[src/rtl/mod_cntr8_cla_if.sv]
// Command/status bundle for the 8-bit modulo counter.
//   master : drives load/inc/dec/d_in/limit, observes d_out/tc/o_state/cla_co
//   slave  : the counter itself
//   load    load command (highest priority)
//   inc/dec count-up / count-down requests
//   d_in    load data
//   limit   modulus limit, sampled only while load=1
//   d_out   registered count
//   tc      registered terminal-count pulse
//   o_state current FSM state encoding
//   cla_co  carry out of the upper look-ahead nibble (observation probe only)
interface mod_cntr8_cla_if #(
    parameter int WIDTH = 8
);
    logic             load;
    logic             inc;
    logic             dec;
    logic [WIDTH-1:0] d_in;
    logic [WIDTH-1:0] limit;
    logic [WIDTH-1:0] d_out;
    logic             tc;
    logic [2:0]       o_state;
    logic             cla_co;

    modport master (
        output load, inc, dec, d_in, limit,
        input  d_out, tc, o_state, cla_co
    );

    modport slave (
        input  load, inc, dec, d_in, limit,
        output d_out, tc, o_state, cla_co
    );
endinterface

[src/rtl/mod_cntr8_cla.sv]
// 8-bit loadable modulo up/down counter. The next count is formed by an
// 8-bit carry look-ahead adder built from two 4-bit look-ahead carry blocks
// with the registered count fed back as operand A.
//   clk    rising-edge clock
//   reset  synchronous, active-high reset
//   bus    command/status bundle (slave side), see mod_cntr8_cla_if

// 4-bit look-ahead carry block: produces the internal carries c1..c3 and
// the block carry out directly from generate/propagate terms.
module mod_cntr8_cla_lcu4 (
    input  logic [3:0] a,
    input  logic [3:0] b,
    input  logic       ci,
    output logic [3:0] c,
    output logic       co
);
    logic [3:0] p;
    logic [3:0] g;

    assign p = a ^ b;
    assign g = a & b;

    assign c[0] = ci;
    assign c[1] = g[0] | (p[0] & ci);
    assign c[2] = g[1] | (p[1] & g[0]) | (p[1] & p[0] & ci);
    assign c[3] = g[2] | (p[2] & g[1]) | (p[2] & p[1] & g[0])
                | (p[2] & p[1] & p[0] & ci);
    assign co   = g[3] | (p[3] & g[2]) | (p[3] & p[2] & g[1])
                | (p[3] & p[2] & p[1] & g[0])
                | (p[3] & p[2] & p[1] & p[0] & ci);
endmodule

module mod_cntr8_cla #(
    parameter logic [7:0] RST_LIMIT = 8'hFF,
    parameter int         WIDTH     = 8
) (
    input  logic                  clk,
    input  logic                  reset,
    mod_cntr8_cla_if.slave        bus
);
    localparam int NIBS = WIDTH / 4;

    typedef enum logic [2:0] {
        S_IDLE = 3'b000,
        S_LOAD = 3'b001,
        S_INC  = 3'b010,
        S_DEC  = 3'b011,
        S_HOLD = 3'b100
    } state_t;

    state_t           state;
    state_t           state_nxt;
    logic [WIDTH-1:0] cnt;
    logic [WIDTH-1:0] lim_r;
    logic             tc_r;

    // ------------------------------------------------------------------
    // Next-state decode. Both-requests and no-request collapse to HOLD,
    // except that an idle counter stays idle until it is first commanded.
    // ------------------------------------------------------------------
    always_comb begin
        state_nxt = state;
        if (bus.load)
            state_nxt = S_LOAD;
        else if (bus.inc && !bus.dec)
            state_nxt = S_INC;
        else if (bus.dec && !bus.inc)
            state_nxt = S_DEC;
        else if (state != S_IDLE)
            state_nxt = S_HOLD;
        else
            state_nxt = S_IDLE;
    end

    // ------------------------------------------------------------------
    // CLA: A = current count; B = +1 for counting up, all-ones (-1) for
    // counting down. Low nibble has ci=0; upper nibble chains off it.
    // ------------------------------------------------------------------
    logic [WIDTH-1:0]          add_b;
    logic [NIBS:0]             nib_ci;
    logic [NIBS-1:0][3:0]      nib_c;
    logic [WIDTH-1:0]          carry;
    logic [WIDTH-1:0]          sum;

    assign add_b     = (state_nxt == S_DEC) ? {WIDTH{1'b1}} : WIDTH'(1);
    assign nib_ci[0] = 1'b0;

    genvar n;
    generate
        for (n = 0; n < NIBS; n++) begin : g_nib
            mod_cntr8_cla_lcu4 u_lcu (
                .a  (cnt[4*n +: 4]),
                .b  (add_b[4*n +: 4]),
                .ci (nib_ci[n]),
                .c  (nib_c[n]),
                .co (nib_ci[n+1])
            );
        end
    endgenerate

    assign carry = nib_c;
    assign sum   = cnt ^ add_b ^ carry;

    // Clamp a loaded value against the incoming limit, not the old lim_r.
    logic [WIDTH-1:0] load_val;
    assign load_val = (bus.d_in > bus.limit) ? bus.limit : bus.d_in;

    // ------------------------------------------------------------------
    // State and datapath registers. The update is keyed off the next
    // state so a command shows up on d_out one cycle later.
    // ------------------------------------------------------------------
    always_ff @(posedge clk) begin
        if (reset) begin
            state <= S_IDLE;
            cnt   <= '0;
            tc_r  <= 1'b0;
            lim_r <= RST_LIMIT;
        end else begin
            state <= state_nxt;
            tc_r  <= 1'b0;
            case (state_nxt)
                S_LOAD: begin
                    lim_r <= bus.limit;
                    cnt   <= load_val;
                end
                S_INC: begin
                    // >= rather than == keeps the count in range even if
                    // it were ever found above the limit.
                    if (cnt >= lim_r) begin
                        cnt  <= '0;
                        tc_r <= 1'b1;
                    end else begin
                        cnt  <= sum;
                    end
                end
                S_DEC: begin
                    if (cnt == '0) begin
                        cnt  <= lim_r;
                        tc_r <= 1'b1;
                    end else begin
                        cnt  <= sum;
                    end
                end
                default: ;
            endcase
        end
    end

    assign bus.d_out   = cnt;
    assign bus.tc      = tc_r;
    assign bus.o_state = state;
    assign bus.cla_co  = nib_ci[NIBS];
endmodule

[src/flat_wrapper.sv]
// flat-port wrapper written by rule: the top's interface ports become plain ports
module mod_cntr8_cla_flat 
#(
    parameter logic [7:0] RST_LIMIT = 8'hFF,
    parameter int         WIDTH     = 8
)
  (clk, reset, bus_load, bus_inc, bus_dec, bus_d_in, bus_limit, bus_d_out, bus_tc, bus_o_state, bus_cla_co);
  mod_cntr8_cla_if #(.WIDTH(WIDTH)) bus_i ();
  input  logic clk;
  input  logic reset;
  input wire logic [$bits(bus_i.load)-1:0] bus_load;
  input wire logic [$bits(bus_i.inc)-1:0] bus_inc;
  input wire logic [$bits(bus_i.dec)-1:0] bus_dec;
  input wire logic [$bits(bus_i.d_in)-1:0] bus_d_in;
  input wire logic [$bits(bus_i.limit)-1:0] bus_limit;
  output wire logic [$bits(bus_i.d_out)-1:0] bus_d_out;
  output wire logic [$bits(bus_i.tc)-1:0] bus_tc;
  output wire logic [$bits(bus_i.o_state)-1:0] bus_o_state;
  output wire logic [$bits(bus_i.cla_co)-1:0] bus_cla_co;
  assign bus_i.load = bus_load;
  assign bus_i.inc = bus_inc;
  assign bus_i.dec = bus_dec;
  assign bus_i.d_in = bus_d_in;
  assign bus_i.limit = bus_limit;
  assign bus_d_out = bus_i.d_out;
  assign bus_tc = bus_i.tc;
  assign bus_o_state = bus_i.o_state;
  assign bus_cla_co = bus_i.cla_co;
  mod_cntr8_cla #(.RST_LIMIT(RST_LIMIT), .WIDTH(WIDTH)) u_core (.clk(clk), .reset(reset), .bus(bus_i));
endmodule
[config.mk]
export PLATFORM = sky130hd
export DESIGN_NAME = mod_cntr8_cla_flat
export DESIGN_NICKNAME = d
export VERILOG_FILES = /design/src/rtl/mod_cntr8_cla_if.sv /design/src/rtl/mod_cntr8_cla.sv /design/src/flat_wrapper.sv
export SDC_FILE = /design/constraint.sdc
export NUM_CORES = 1
export LEC_CHECK = 0
export ABC_AREA = 1
export CORE_UTILIZATION = 47
export CTS_CLUSTER_DIAMETER = 30
export DETAILED_ROUTE_END_ITERATION = 12
export PLACE_DENSITY = 0.76
export SLEW_MARGIN = 20
export SYNTH_ARGS = -nofsm -noshare
export SYNTH_HDL_FRONTEND = slang
export SYNTH_HIERARCHICAL = 1
export SYNTH_SLANG_ARGS = --single-unit
[constraint.sdc]
create_clock -name clk -period 6.05 [get_ports clk]
set_clock_uncertainty 0.1 [all_clocks]
set_input_delay 0.9075 -clock clk [delete_from_list [all_inputs] [get_ports clk]]
set_output_delay 0.9075 -clock clk [all_outputs]
set_load 0.02 [all_outputs]
Yosys cells after proc, flatten, opt, wreduce, memory -nomap -nowiden
Index checks and enable logic that the tools add are counted.
{ "word_totals": {"input_bits": 21, "reg_bits": 20, "out_inout_bits": 13, "wordCells": 75} }
{ "classes": {"bitwise_logic": 47, "n_reduce_logical": 7, "muxes": 12, "n_lt_le_gt_ge": 2, "n_eq_ne": 3} }
{ "ops": {"columns": ["operator", "count"], "rows": [
  ["two-way mux 8 bit", 4],
  ["bitwise AND 1 bit", 25],
  ["one-hot mux 8 bit (3 select lines)", 1],
  ["OR 1 bit", 16],
  ["bitwise XOR 8 bit", 2],
  ["two-way mux 3 bit", 4],
  ["bitwise AND 4 bit", 2],
  ["greater-or-equal comparator 8 bit", 1],
  ["greater-than comparator 8 bit", 1],
  ["logical NOT 8 bit", 1],
  ["bitwise XOR 4 bit", 2],
  ["== test 3 x 2 -> 1 bit, second input constant", 2],
  ["nonzero test 3 bit", 2],
  ["== test 3 x 1 -> 1 bit, second input constant", 1],
  ["logical AND 1 bit", 2],
  ["logical NOT 1 bit", 2],
  ["two-way mux 1 bit", 2],
  ["one-hot mux 1 bit (2 select lines)", 1]
]} }

Longest topological paths before layout
Gate-level depths: netlist of run 1.
{ "logic_depth": {"depth_word": 17, "ltp_mapped": 23, "ltp_nobuf": 22} }

Modules after synthesis
Netlist of run 1, hierarchy kept.
{ "by_module_without_submodules": {"columns": ["mod", "area_each_um2", "instances", "cells_each", "seq_area_each_um2"], "rows": [
  ["mod_cntr8_cla", 1755.4, 1, 287, 400.4],
  ["mod_cntr8_cla_lcu4", 136.4, 2, 25, 0.0]
]} }

Worst setup path before layout of run 1
OpenSTA, ideal clock, no wires.
{ "synth_timing": {"path_type": "input-to-output", "startpoint": "in bus_inc", "endpoint": "out bus_cla_co", "path_stages": 14, "slack_ns": 2.510, "t_required_ns": 5.043, "path_buffers": 1, "t_arrival_ns": 2.532, "cell_sequence": "inv_1 > ha_1 > inv_1 > nand2_2 > nor2_4 > buf_6 > ha_1 > or2_0 > nand2_1 > nand2_1 > nand2_1 > nand2_1 > nand2_1 > nand2_1"} }
{ "synth_between": {"word_cells_on_any_way": 31, "classes_between": "eq/ne (1); mux (4); bitwise (23); reduce/logical (3)"} }
{ "synth_lines": {"columns": ["item", "line", "source"], "rows": [
  ["start, declared", "flat_wrapper.sv:12", "input wire logic [$bits(bus_i.inc)-1:0] bus_inc;"],
  ["logical NOT 1 bit", "mod_cntr8_cla.sv:67", "else if (bus.dec && !bus.inc)"],
  ["logical AND 1 bit", "mod_cntr8_cla.sv:67", null],
  ["two-way mux 3 bit", "mod_cntr8_cla.sv:67", null],
  ["two-way mux 3 bit (*)", "mod_cntr8_cla.sv:65", "else if (bus.inc && !bus.dec)"],
  ["two-way mux 3 bit (*)", "mod_cntr8_cla.sv:63", "if (bus.load)"],
  ["== test 3 x 2 -> 1 bit (*)", "mod_cntr8_cla.sv:85", "assign add_b = (state_nxt == S_DEC) ? {WIDTH{1'b1}} : WIDTH'(1);"],
  ["two-way mux 8 bit (*)", "mod_cntr8_cla.sv:85", null],
  ["via u_core.add_b[1]", "mod_cntr8_cla.sv:79", "logic [WIDTH-1:0] add_b;"],
  ["bitwise AND 4 bit or bitwise XOR 4 bit (tied branches)", "mod_cntr8_cla.sv:21, mod_cntr8_cla.sv:20", null],
  ["bitwise AND 1 bit, on equally long branches", null, null],
  ["OR 1 bit or bitwise AND 1 bit (tied branches)", "mod_cntr8_cla.sv:28, mod_cntr8_cla.sv:29", null],
  ["OR 1 bit (*)", "mod_cntr8_cla.sv:29", "| (p[3] & p[2] & p[1] & g[0])"],
  ["via u_core.nib_ci[1]", "mod_cntr8_cla.sv:80", "logic [NIBS:0] nib_ci;"],
  ["bitwise AND 1 bit (*)", "mod_cntr8_cla.sv:30", "| (p[3] & p[2] & p[1] & p[0] & ci);"],
  ["OR 1 bit (*)", "mod_cntr8_cla.sv:30", null],
  ["end, declared", "flat_wrapper.sv:19", "output wire logic [$bits(bus_i.cla_co)-1:0] bus_cla_co;"]
]} }
The timed path passes the listed nets; every way through them passes the cells marked *.

Final worst setup path of run 1
{ "layout_timing": {"startpoint": "in bus_inc", "endpoint": "out bus_cla_co"} }
{ "layout_between": {"elab_chain_len": 14, "word_cells_on_any_way": 31, "classes_between": "eq/ne (1); mux (4); bitwise (23); reduce/logical (3)"} }
{ "layout_lines": {"columns": ["item", "line", "source"], "rows": [
  ["logical NOT 1 bit", "mod_cntr8_cla.sv:67", null],
  ["logical AND 1 bit", "mod_cntr8_cla.sv:67", null],
  ["two-way mux 3 bit", "mod_cntr8_cla.sv:67", null],
  ["two-way mux 3 bit (*)", "mod_cntr8_cla.sv:65", null],
  ["two-way mux 3 bit (*)", "mod_cntr8_cla.sv:63", null],
  ["== test 3 x 2 -> 1 bit (*)", "mod_cntr8_cla.sv:85", null],
  ["two-way mux 8 bit (*)", "mod_cntr8_cla.sv:85", null],
  ["bitwise XOR 4 bit or bitwise AND 4 bit (tied branches)", "mod_cntr8_cla.sv:20, mod_cntr8_cla.sv:21", null],
  ["bitwise AND 1 bit, on equally long branches", null, null],
  ["OR 1 bit, or another cell as far along", "mod_cntr8_cla.sv:28", "assign co = g[3] | (p[3] & g[2]) | (p[3] & p[2] & g[1])"],
  ["OR 1 bit or bitwise AND 1 bit (tied branches)", "mod_cntr8_cla.sv:28, mod_cntr8_cla.sv:29", null],
  ["OR 1 bit (*)", "mod_cntr8_cla.sv:29", null],
  ["via u_core.nib_ci[1]", "mod_cntr8_cla.sv:80", null],
  ["bitwise AND 1 bit (*)", "mod_cntr8_cla.sv:30", null],
  ["OR 1 bit (*)", "mod_cntr8_cla.sv:30", null]
]} }
Marks and branches as above.

==> results of run 1 <==
==> critical path, cell delays in order <==
cell and delay (ns):
clkdlybuf4s50_1 0.48, inv_1 0.05, ha_1 0.28, inv_1 0.08
nand2_2 0.08, nor2_4 0.39, ha_1 0.34, or2_0 0.22
nand2_1 0.06, nand2_1 0.07, nand2_1 0.07, nand2_1 0.09
nand2_1 0.09, nand2_1 0.05, clkdlybuf4s50_1 0.52
==> per-stage QoR <==
step	power [µW]	setup slack, ns
finish	463.3	1.248
detailed placement	332.3	1.215
global route	500.4	1.020
CTS	466.6	1.220
global placement	328.7	1.301
floorplan	277.0	2.510
==> layout make-up <==
class | instances | area (µm²) | share of cell area [%]
Timing Repair Buffer | 33 | 330.3 | 13.44
Multi-Input combinational cell | 256 | 1383 | 56.26
Clock inverter | 1 | 30.03 | 1.222
Tap cell | 50 | 62.56 | 2.546
Inverter | 56 | 210.2 | 8.554
Clock buffer | 3 | 41.29 | 1.680
Sequential cell | 20 | 400.4 | 16.29
==> synth_stat cells, drive strengths merged <==
master / instances
a21o: 2
clkbuf: 2
inv: 56
nand4: 2
or2: 2
conb: 2
buf: 4
nor3: 2
nand2: 116
ha: 26
o21ai: 18
a21oi: 23
xor2: 8
nand3: 17
nor2: 37
dfxtp: 20
==> routing by layer <==
metal  wire (µm)  track usage (%)
met1        2255            29.68
met4          32            7.447
met3         183            1.351
met5           0                0
met2        2055            39.11
==> report_power, final <==
group | leakage (µW) | switching (µW) | internal, µW
combinational | 0.00120 | 99.7 | 72.0
sequential | 0.000166 | 14.2 | 144
clock | 0.0000357 | 45.6 | 88.3
total | 0.00141 | 159 | 304
==> worst paths after layout <==
kind                                          start             endpoint  slack [ns]  cells after the start
worst max register to register  u_core/bus.d_out[3]  u_core/bus.d_out[6]        3.75                     16
worst min register to register      u_core/lim_r[0]      u_core/lim_r[0]        0.41                      2
worst max-delay path                        bus_inc           bus_cla_co        1.25                     15
worst min-delay path                u_core/lim_r[0]      u_core/lim_r[0]        0.41                      2
==> cells by family after synthesis <==
family | count (synthesis)
adder cells (fa/ha/maj) | 26
XOR/XNOR | 8
AND/OR/NAND/NOR | 176
buffers and inverters | 62
AO/OA/AOI/OAI | 43
other | 2
flip-flops | 20
==> registers in the layout, indices dropped and copies added, names as in the netlist <==
signal / flops
u_core/bus.tc: 1
u_core/lim_r: 8
u_core/bus.d_out: 8
u_core/bus.o_state: 3
==> flow_results.org, run 1 <==
** Finish
- The top cell types in the final layout, fill and taps aside, are nand2_1, inv_1, clkdlybuf4s50_1, nor2_1, ha_1.
- # nets final :: ~420
- Count of antenna diodes in the layout :: 0
- Counting the fill cells in the layout gives 412.
- Cells with a size suffix above 1 make up 5.149% of the layout.
- The area growth from synthesis to layout is 21.16%.
- Core utilization of the finished layout :: between 60 and 70%
- Leaving out fill and tap cells, the most frequent cell in the layout is nand2_1.
- For this run, the number of standard cells in the final layout without fillers is between 400 and 500.
- The finished cells cover between 2000 and 2500 µm².

** Setup path
- Required time of the worst setup path :: a little over 5 ns
- The critical path in this run is classified as in2out.
- Along the worst path, the maximum fanout reaches 18.
- Critical path arrival :: roughly 3.8 ns
- STA classifies the critical path startpoint as an input port.
- The worst setup path is captured at a primary output.

** Floorplan
- The floorplan has 23 rows.
- Die area :: about 4600 µm²
- Once the floorplan was initialized, standard cells occupied between 40% and 50% of the core.
- The die is about 68 µm tall.
- Core Box Area :: ~4100 µm²
- The die is between 60 and 70 µm wide.
- Pin placement for this block handled 34 I/O pins.

** Timing
- Part of the cycle the worst path needs :: approximately four fifths
- Slew Viols, Final :: 0
- RSZ-0062 raised after global routing :: false
- Adding up every negative setup slack in the final design gives 0 ns.
- Upper clock frequency limit :: 208.3 MHz
- Final hold analysis gives a worst-case slack of between 0.4 and 0.5 ns.
- Setup violations remaining at the end of the flow were counted as 0.
- Endpoints failing hold :: 0
- At the pin with the least slew margin, the transition time is roughly 0.95 ns.
- The worst path in the final design needs a cycle of roughly 4.8 ns, including I/O delays and setup.
- Headroom to the max-slew limit came out at 36.30%.

** Synth
- After Yosys synthesis, full adders, half adders and majority gates account for between 10% and 20% of the synthesized area.
- Main combinational cell family by area after synthesis :: simple AND/OR/NAND/NOR gates
- In this run the mean area of a mapped cell was 6.018 µm².
- Total of warnings raised by yosys :: 6
- Number of distinct library cells after synthesis :: 25
- Summed over all instances, the cell type with the most area after synthesis is nand2_1.
- Sequential share of the synthesized area :: between 10% and 20%
- After synthesis the netlist holds a flip-flop and latch count of 20.
- After synthesis, the largest area contributor takes up between 20% and 30% of total cell area.
- In the post-synthesis netlist, the biggest area contributors are nand2_1, dfxtp_1, ha_1.
- Of the post-synthesis cell area, the part taken by muxes is 0%.
- Post-synthesis instance total :: around 340
- After synthesis the cells add up to 2028 µm².
- Synth Area in XOR/XNOR :: 3.455%
- Summing the areas of all compound-gate instances in the mapped netlist gives between 10% and 20% of the synthesized area.
- Share of synthesized cell area in and, or, nand and nor gates :: between 30 and 40%

** Pwr
- In this run the power density over the cells is ~190 nW/µm².
- IR Drop Worst-Case VDD :: roughly 0.12 mV
- For this design the static power due to leakage is 0.001405 µW.

** Clock tree
- Post-CTS Hold Fix Bufs :: 0
- Total of cells resized after clock tree synthesis :: 0
- The root buffer cell chosen for the clock tree is clkbuf_8.
- The later pin in the worst-skew pair is clocked with a latency of 0.26 ns.
- Clock edge transition at the registers on the reported setup and hold paths :: about 0.07 ns
- Number of buffers added by the clock tree synthesis step :: 3
- In this run the number of H-tree levels came out at 1.
- Counting every sink on the clock net gives 20.
- Number of buffers on the longest clock path :: 2
- TritonCTS clock tree :: built
- Post-CTS Repair Setup Buffers :: 0

** Status
- The flow ran to the end, and the final reports show no timing, DRC or antenna violations.

** Drt
- The pre-antenna-repair detailed-routing pass consisted of 4 iterations.
- Total Wirelength :: roughly 4.5 mm
- In the routed design, unresolved DRC markers number 0.
- The first routing iteration left 86 violations.
- Total via count after detailed routing :: a little over 2000
- Vias per cell :: about 4.9
- The count of nets left with antenna violations once routing finished came out at 0.
- DR WL/cell :: between 10 and 15 µm

** Place
- I/O Buffers :: 33
- Detailed Place HPWL :: 3.551 mm
- The congestion estimate from routability-driven global placement came to ~0.8.
- Placed cell count :: roughly 420
- Placed Instance Area :: around 2400 µm²

** Global route
- Initial antenna violation count :: 0
- Overall Global Routing Usage :: between 20% and 30%
- Summed over all layers, the global routing overflow is 0.
- Number of global-route vias before repair :: around 1900
- Largest net degree at the start of global routing :: 19
- The first global-routing pass estimated between 7 and 8 mm of wire.

** Run
- The tool flagged a number of max-cap violations equal to 0.

** Worst hold path
- The worst hold path belongs to the class reg2reg.
Note: power is estimated with default switching activity, not from simulation.
==> inputs of run 2 (changes only) <==
--- a/config.mk
+++ b/config.mk
@@ -9,7 +9,7 @@
 export CORE_UTILIZATION = 47
 export CTS_CLUSTER_DIAMETER = 30
 export DETAILED_ROUTE_END_ITERATION = 12
-export PLACE_DENSITY = 0.76
+export PLACE_DENSITY = 0.79
 export SLEW_MARGIN = 20
 export SYNTH_ARGS = -nofsm -noshare
 export SYNTH_HDL_FRONTEND = slang
==> constraint.sdc (replaced) <==
create_clock -name clk -period 4.25 [get_ports clk]
set_clock_uncertainty 0.1 [all_clocks]
set_input_delay 0.6375 -clock clk [delete_from_list [all_inputs] [get_ports clk]]
set_output_delay 0.6375 -clock clk [all_outputs]
set_load 0.02 [all_outputs]
==> run 2 against run 1 <==
Register-to-register slack worse by 1.9 ns. Design area fell by 0.36%. Clock-buffer cell count up 1. Non-clock buffer count up 1. Combinational power is 42% higher. Via count down 2.3%. Hold slack gained 0.022 ns. Die area unchanged. Sequential share of layout area is 0.058 points higher. Critical endpoint unchanged. Largest power group unchanged. Highest routed layer unchanged.
==> flow_results.org, run 2 (synthesis results as in run 1) <==
** Status
- Result of the run :: finished, final reports clean

** Drt
- After detailed routing, the number of remaining DRC violations is 0.
- Vias per cell :: slightly below 5
- Detailed-router iteration count before antenna repair :: 4
- After the first detailed-routing iteration, the DRC count stood at 68.
- In this run the remaining antenna-violating nets after routing total 0.
- Total Wirelength :: 4.359 mm
- DR WL/cell :: 10.38 µm
- Total via count after detailed routing :: between 2000 and 2500

** Floorplan
- The floorplan step defined a core boundary enclosing 4058 µm².
- Ports :: 34
- Rows :: 23
- In this run the vertical extent of the chip is slightly below 70 µm.
- The initial utilization of the core area, before any placement, comes to 49.98%.
- Measured along the x axis, the die boundary spans just under 70 µm.
- The die covers 4582 µm².

** Clock tree
- Post-CTS Hold Fix Bufs :: 0
- Total of cells resized after clock tree synthesis :: 0
- In this run, CTS created clock tree buffers numbering 3.
- CTS built an H-tree with a depth of 1.
- Clock Root Buffer :: clkbuf_8
- The clock reaches the later pin of the worst-skew pair after ~0.26 ns.
- TritonCTS built the clock tree.
- After clock tree synthesis, the clock-pin slew on the worst setup and hold paths is 0.07 ns.
- Counting every sink on the clock net gives 20.
- Post-CTS Repair Setup Buffers :: 0
- The clock passes through at most 2 buffers.

** Finish
- Core utilization of the finished layout :: roughly three fifths
- The multi-input combinational cells in the finished layout cover a total of approximately 1400 µm².
- Fillers :: 403
- Cells with a size suffix above 1 make up 5.405% of the layout.
- Leading cell types in the layout, fill and taps excluded :: nand2_1, inv_1, clkdlybuf4s50_1, nor2_1, ha_1
- From synthesis to final layout, the design area changed by 20.73%.
- # nets final :: around 420
- Storage cell area :: 400.4 µm²
- Commonest non-fill, non-tap cell in the layout :: nand2_1
- Count of antenna diodes in the layout :: 0

** Place
- Routability-driven placement finished with a final weighted congestion of approximately 0.84.
- Detailed Place HPWL :: 3.563 mm
- I/O Buffers :: 33

** Timing
- The total count of hold-check failures in the final report came to 0.
- The worst path needs 3.967 ns of the cycle, external delays included.
- Headroom to the max-slew limit came out at 39.56%.
- Setup repair after global routing left no endpoint under its margin.
- The final critical path takes up between 90% and 100% of the cycle.
- Setup violations remaining at the end of the flow were counted as 0.
- The final count of pins violating max slew came to 0.
- Upper clock frequency limit :: 252.1 MHz
- Transition time of the tightest slew-check pin :: around 0.9 ns
- Setup TNS after final layout :: 0 ns
- Hold is met by 0.4288 ns.

** Worst hold path
- The startpoint identified for the worst hold timing path is u_core/lim_r[3].
- Type of the most critical hold path :: reg2reg

** Global route
- Global routing used around 22% of the available tracks.
- The first global-routing pass estimated roughly 7.5 mm of wire.
- Global routing finished with a remaining overflow of 0.
- Largest net degree at the start of global routing :: 18
- Initial antenna violation count :: 0
- The via count of the first global-routing pass came to between 1500 and 2000.

** Setup path
- Tracing the worst setup path back leads to its startpoint at bus_inc.
- Critical path arrival :: around 3.2 ns
- Startpoint of the worst-slack reg-to-reg timing path :: u_core/bus.d_out[3]
- The worst setup path is captured at a primary output.
- Startpoint type of the worst setup path :: input port
- For the worst setup path, the data required time is 3.51 ns.
- Worst Path Max Fanout :: 4
- The worst setup path is of the in2out kind.
- Reg-to-reg slack, setup :: ~1.9 ns

** Pwr
- Summed over all cells, the static leakage comes to between 0.001 and 0.0015 µW.
- Total power for the finished layout comes to slightly above 600 µW.
- Power spread over the standard cell area amounts to 251.2 nW/µm².
- Across the VDD grid, the largest voltage drop is between 0.15 and 0.2 mV.

** Run
- Count of maximum capacitance violations :: 0
[run 2: changes by cell type in the layout (fill, tap and decap cells not counted)]
| cell | change |
|---|---|
| buf_4 | +1 |
| clkbuf_8 | +1 |
| bufinv_16 | -1 |
[run 2: critical path: stages]
cell	delay, ns
clkdlybuf4s50_1	0.48
inv_1	0.05
ha_1	0.27
inv_1	0.09
nand2_2	0.08
nor2_4	0.15
ha_1	0.26
or2_0	0.21
nand2_1	0.06
nand2_1	0.07
nand2_1	0.08
nand2_1	0.11
nand2_1	0.09
nand2_1	0.05
clkdlybuf4s50_1	0.52
[run 2: per-stage QoR]
step                      std cells  worst slack [ns]  instance area (µm²)
after floorplan                 338             1.250                 2032
after global placement          416            0.3700                 2394
after detailed placement        416            0.2942                 2394
after CTS                       420            0.2985                 2449
after global routing            420            0.1286                 2449
final                           420            0.2834                 2449
[run 2: layout make-up]
cell class | count | area share (%)
flip-flops and latches | 20 | 16.35
multi-input cells | 256 | 56.46
clock buffers | 4 | 2.248
inverters | 56 | 8.585
well taps | 50 | 2.555
repair buffers | 34 | 13.80
[run 2: final timing paths]
path                         end  cells past startpoint
max                   bus_cla_co                     15
min              u_core/lim_r[3]                      2
max reg2reg  u_core/bus.d_out[6]                     16
min reg2reg      u_core/lim_r[3]                      2
[run 2: where the power goes]
group / switching [µW] / leakage (µW) / total (µW) / internal [µW]
Combinational: 141 / 0.00121 / 244 / 103
Sequential: 20.6 / 0.000166 / 225 / 204
Clock: 63.3 / 0.0000288 / 146 / 82.6
[run 2: routing by layer]
layer / vias to the layer above / part of all wire [%] / global-route usage [%]
met5: - / 0 / 0
met1: 858 / 49 / 26.98
met3: 7 / 3.2 / 2.027
li1: 1109 / - / -
met4: 0 / 1.3 / 7.979
met2: 49 / 47 / 37.50
==> inputs of run 3 (changes only) <==
--- a/config.mk
+++ b/config.mk
@@ -6,10 +6,12 @@
 export NUM_CORES = 1
 export LEC_CHECK = 0
 export ABC_AREA = 1
-export CORE_UTILIZATION = 47
+export CELL_PAD_IN_SITES_DETAIL_PLACEMENT = 1
+export CELL_PAD_IN_SITES_GLOBAL_PLACEMENT = 1
+export CORE_UTILIZATION = 33
 export CTS_CLUSTER_DIAMETER = 30
 export DETAILED_ROUTE_END_ITERATION = 12
-export PLACE_DENSITY = 0.79
+export PLACE_DENSITY = 0.8
 export SLEW_MARGIN = 20
 export SYNTH_ARGS = -nofsm -noshare
 export SYNTH_HDL_FRONTEND = slang
==> run 3 against run 2 <==
Cell count increased by 6.0%. Core utilization is 18 points lower. Flip-flop and latch count unchanged. Combinational power up 3%. Worst setup slack lost 0.0024 ns. Non-clock buffer count did not move. Fmax about the same. First-iteration DRC count increased by 24%. Sequential share of layout area fell by 0.21 points. Design area increased by 1.3%.
==> flow_results.org, run 3 (synthesis results as in run 1) <==
** Drt
- Vias per cell :: around 4.6
- The first detailed-routing pass ran for 4 iterations.
- Total via count after detailed routing :: a little over 2000
- Total Wirelength :: roughly 5.3 mm
- The count of nets left with antenna violations once routing finished came out at 0.
- After detailed routing, the number of remaining DRC violations is 0.
- Starting DRT DRC Count :: 84
- In the final routed layout, each cell accounts on average for roughly 12 µm.

** Floorplan
- Vertical die dimension :: around 80 µm
- In this run the horizontal extent of the chip is 80.40 µm.
- Die area :: 6463 µm²
- Initial standard-cell utilization of the core :: around a third
- In this run the standard cell core region covers about 5900 µm².
- Row generation in the floorplan step produced 28 rows.
- Ports :: 34

** Finish
- Fraction of layout cells with a size suffix above 1 :: under 10%
- Counting the fill cells in the layout gives between 700 and 800.
- Compared with the post-synthesis result, the final layout area differs by 22.27%.
- Leading cell types in the layout, fill and taps excluded :: nand2_1, inv_1, clkdlybuf4s50_1, nor2_1, ha_1
- The library cell used most frequently in the layout, excluding fill and tap cells, is nand2_1.
- The finished layout holds 445 standard cells, fillers aside.
- The repair_antennas step left the layout with diodes totalling 0.
- # nets final :: around 420

** Clock tree
- In this run the post-CTS setup repair buffer count came out at 0.
- Number of buffers on the longest clock path :: 2
- Number of levels the H-tree was split into :: 1
- Clock-pin slew was measured on the worst setup and hold paths at 0.07 ns.
- After clock tree synthesis, the flow added hold-fix buffers numbering 0.
- Total of cells resized after clock tree synthesis :: 0
- Clock Latency Late Sink :: between 0.2 and 0.3 ns
- TritonCTS clock tree :: built
- The clock drives 20 sinks.
- In this run the clock root is driven by a clkbuf_8.
- Number of buffers added by the clock tree synthesis step :: 3

** Global route
- Initial antenna violation count :: 0
- Largest net degree at the start of global routing :: 18
- The total overflow left after global routing is 0.
- The first global-routing pass estimated just over 9 mm of wire.
- Overall Global Routing Usage :: between 10% and 20%
- Number of global-route vias before repair :: between 2000 and 2500

** Pwr
- Clock network fraction of total power :: 23.4%
- IR Drop Worst-Case VDD :: 0.1171 mV
- Share of power burned in combinational logic :: between 40% and 50%
- For this design the ratio of total power to cell area is about 250 nW/µm².
- Net switching power :: ~230 µW
- Net switching is between 30% and 40% of the power.
- Reg power frac :: 36.3%
- Cell internal power was estimated by the tool at 390.5 µW.
- For this design the static power due to leakage is ~0.0014 µW.

** Timing
- Slew Viols, Final :: 0
- Setup TNS after final layout :: 0 ns
- RSZ-0062 raised after global routing :: false
- Setup violations remaining at the end of the flow were counted as 0.
- Transition time of the tightest slew-check pin :: roughly 0.96 ns
- In the finished design, the share of the clock period the worst path needs comes to between 90% and 100%.
- Derived from the worst setup path, the maximum achievable clock frequency is 252.0 MHz.
- The total count of hold-check failures in the final report came to 0.
- The clock period could shrink to around 4.0 ns.
- Worst slew margin :: around 35%

** Setup path
- STA classifies the critical path endpoint as a primary output.
- In this design, the stage delay of the slowest critical-path cell is 0.52 ns.
- Reg-to-reg slack, setup :: roughly 1.9 ns
- Critical R2R Capture :: u_core/bus.d_out[6]
- Most common cell type on the critical path :: nand2_1
- The startpoint identified for the worst register-to-register timing path is u_core/bus.d_out[3].
- Critical path arrival :: roughly 3.2 ns
- The largest individual stage delay along the critical path comes from the cell clkdlybuf4s50_1.
- Worst Path Max Fanout :: 4
- Sequence of cells on the critical path :: clkdlybuf4s50_1 > inv_1 > ha_1 > inv_1 > nand2_2 > nor2_4 > ha_1 > or2_0 > nand2_1 > nand2_1 > nand2_1 > nand2_1 > nand2_1 > nand2_1 > clkdlybuf4s50_1
- The setup path with the least slack is of type in2out.
- The critical path contains buffers and inverters numbering 4 combined.
- Worst r2r path cells :: 16
- The kind of cell with the highest combined delay along the critical path is buffers and inverters.
- STA puts the critical path data required time at roughly 3.5 ns.
- The worst setup path is launched from an input port.

** Place
- The congestion estimate from routability-driven global placement came to between 0.7 and 0.8.
- Detailed Place HPWL :: roughly 4.4 mm
- The count of buffers added on input and output ports is 33.
- In this run, placement finished with an instance count of 441.

** Status
- Result of the run :: finished, final reports clean

** Run
- Across the run, the number of max-cap violations was 0.

** Worst hold path
- The path with the worst hold slack has its endpoint at u_core/lim_r[5].
- The worst hold path passes through 2 cells.
- The startpoint identified for the worst hold timing path is u_core/lim_r[5].
- Type of the most critical hold path :: reg2reg
## run 3: cell counts in the layout (fill, tap and decap cells not counted)
No cell type changed its count.
## run 3: worst max-delay path by stage
| stage | start | to | slack, ns | depth (start not counted) |
|---|---|---|---|---|
| after CTS | bus_inc | bus_cla_co | 0.28 | 15 |
| after floorplan | bus_inc | bus_cla_co | 1.25 | 14 |
| after global placement | bus_inc | bus_cla_co | 0.36 | 15 |
| after global routing | bus_inc | bus_cla_co | 0.14 | 16 |
| final | bus_inc | bus_cla_co | 0.28 | 15 |
| after detailed placement | bus_inc | bus_cla_co | 0.28 | 15 |
## run 3: stage by stage
step           power [µW]  cell area [µm²]  setup slack, ns  utilization, %  hold slack, ns
2_1_floorplan       394.2             2032            1.250               -          0.3669
3_3_place_gp        472.0             2425           0.3591           40.96          0.4027
3_5_place_dp        482.4             2425           0.2778           40.96          0.4101
5_1_grt             672.0             2480           0.1388           41.89          0.4539
6_report            621.6             2480           0.2811           41.89          0.4274
4_1_cts             628.7             2480           0.2755           41.89          0.4238
## run 3: cell type report
type	count	area (µm²)	area share [%]
inverters	56	210.2	8.476
flip-flops and latches	20	400.4	16.15
well taps	75	93.84	3.784
multi-input cells	256	1383	55.75
repair buffers	34	337.8	13.62
clock buffers	4	55.05	2.220
## run 3: power groups by stage
stage	Sequential, µW	Clock, µW	Combinational [µW]
after floorplan	237	0	157
after global placement	230	0	242
after detailed placement	231	0	252
after CTS	226	149	254
after global routing	229	157	286
final	226	145	251
## run 3: layer usage
metal,routed length (µm),up-vias,share of wire [%],track usage (%)
met1,2591,918,49,23.12
met4,103,0,2.0,5.893
li1,-,1105,-,-
met3,122,10,2.3,1.023
met2,2455,34,47,31.10
met5,0,-,0,0
## run 3: worst register-to-register path: cells and delay by family, from the launching register on
kind / cells / cell delay (ns)
AND/OR/NAND/NOR: 12 / 1.10
flip-flops: 1 / 0.46
adder cells (fa/ha/maj): 1 / 0.29
XOR/XNOR: 1 / 0.17
AO/OA/AOI/OAI: 1 / 0.08
buffers and inverters: 1 / 0.06
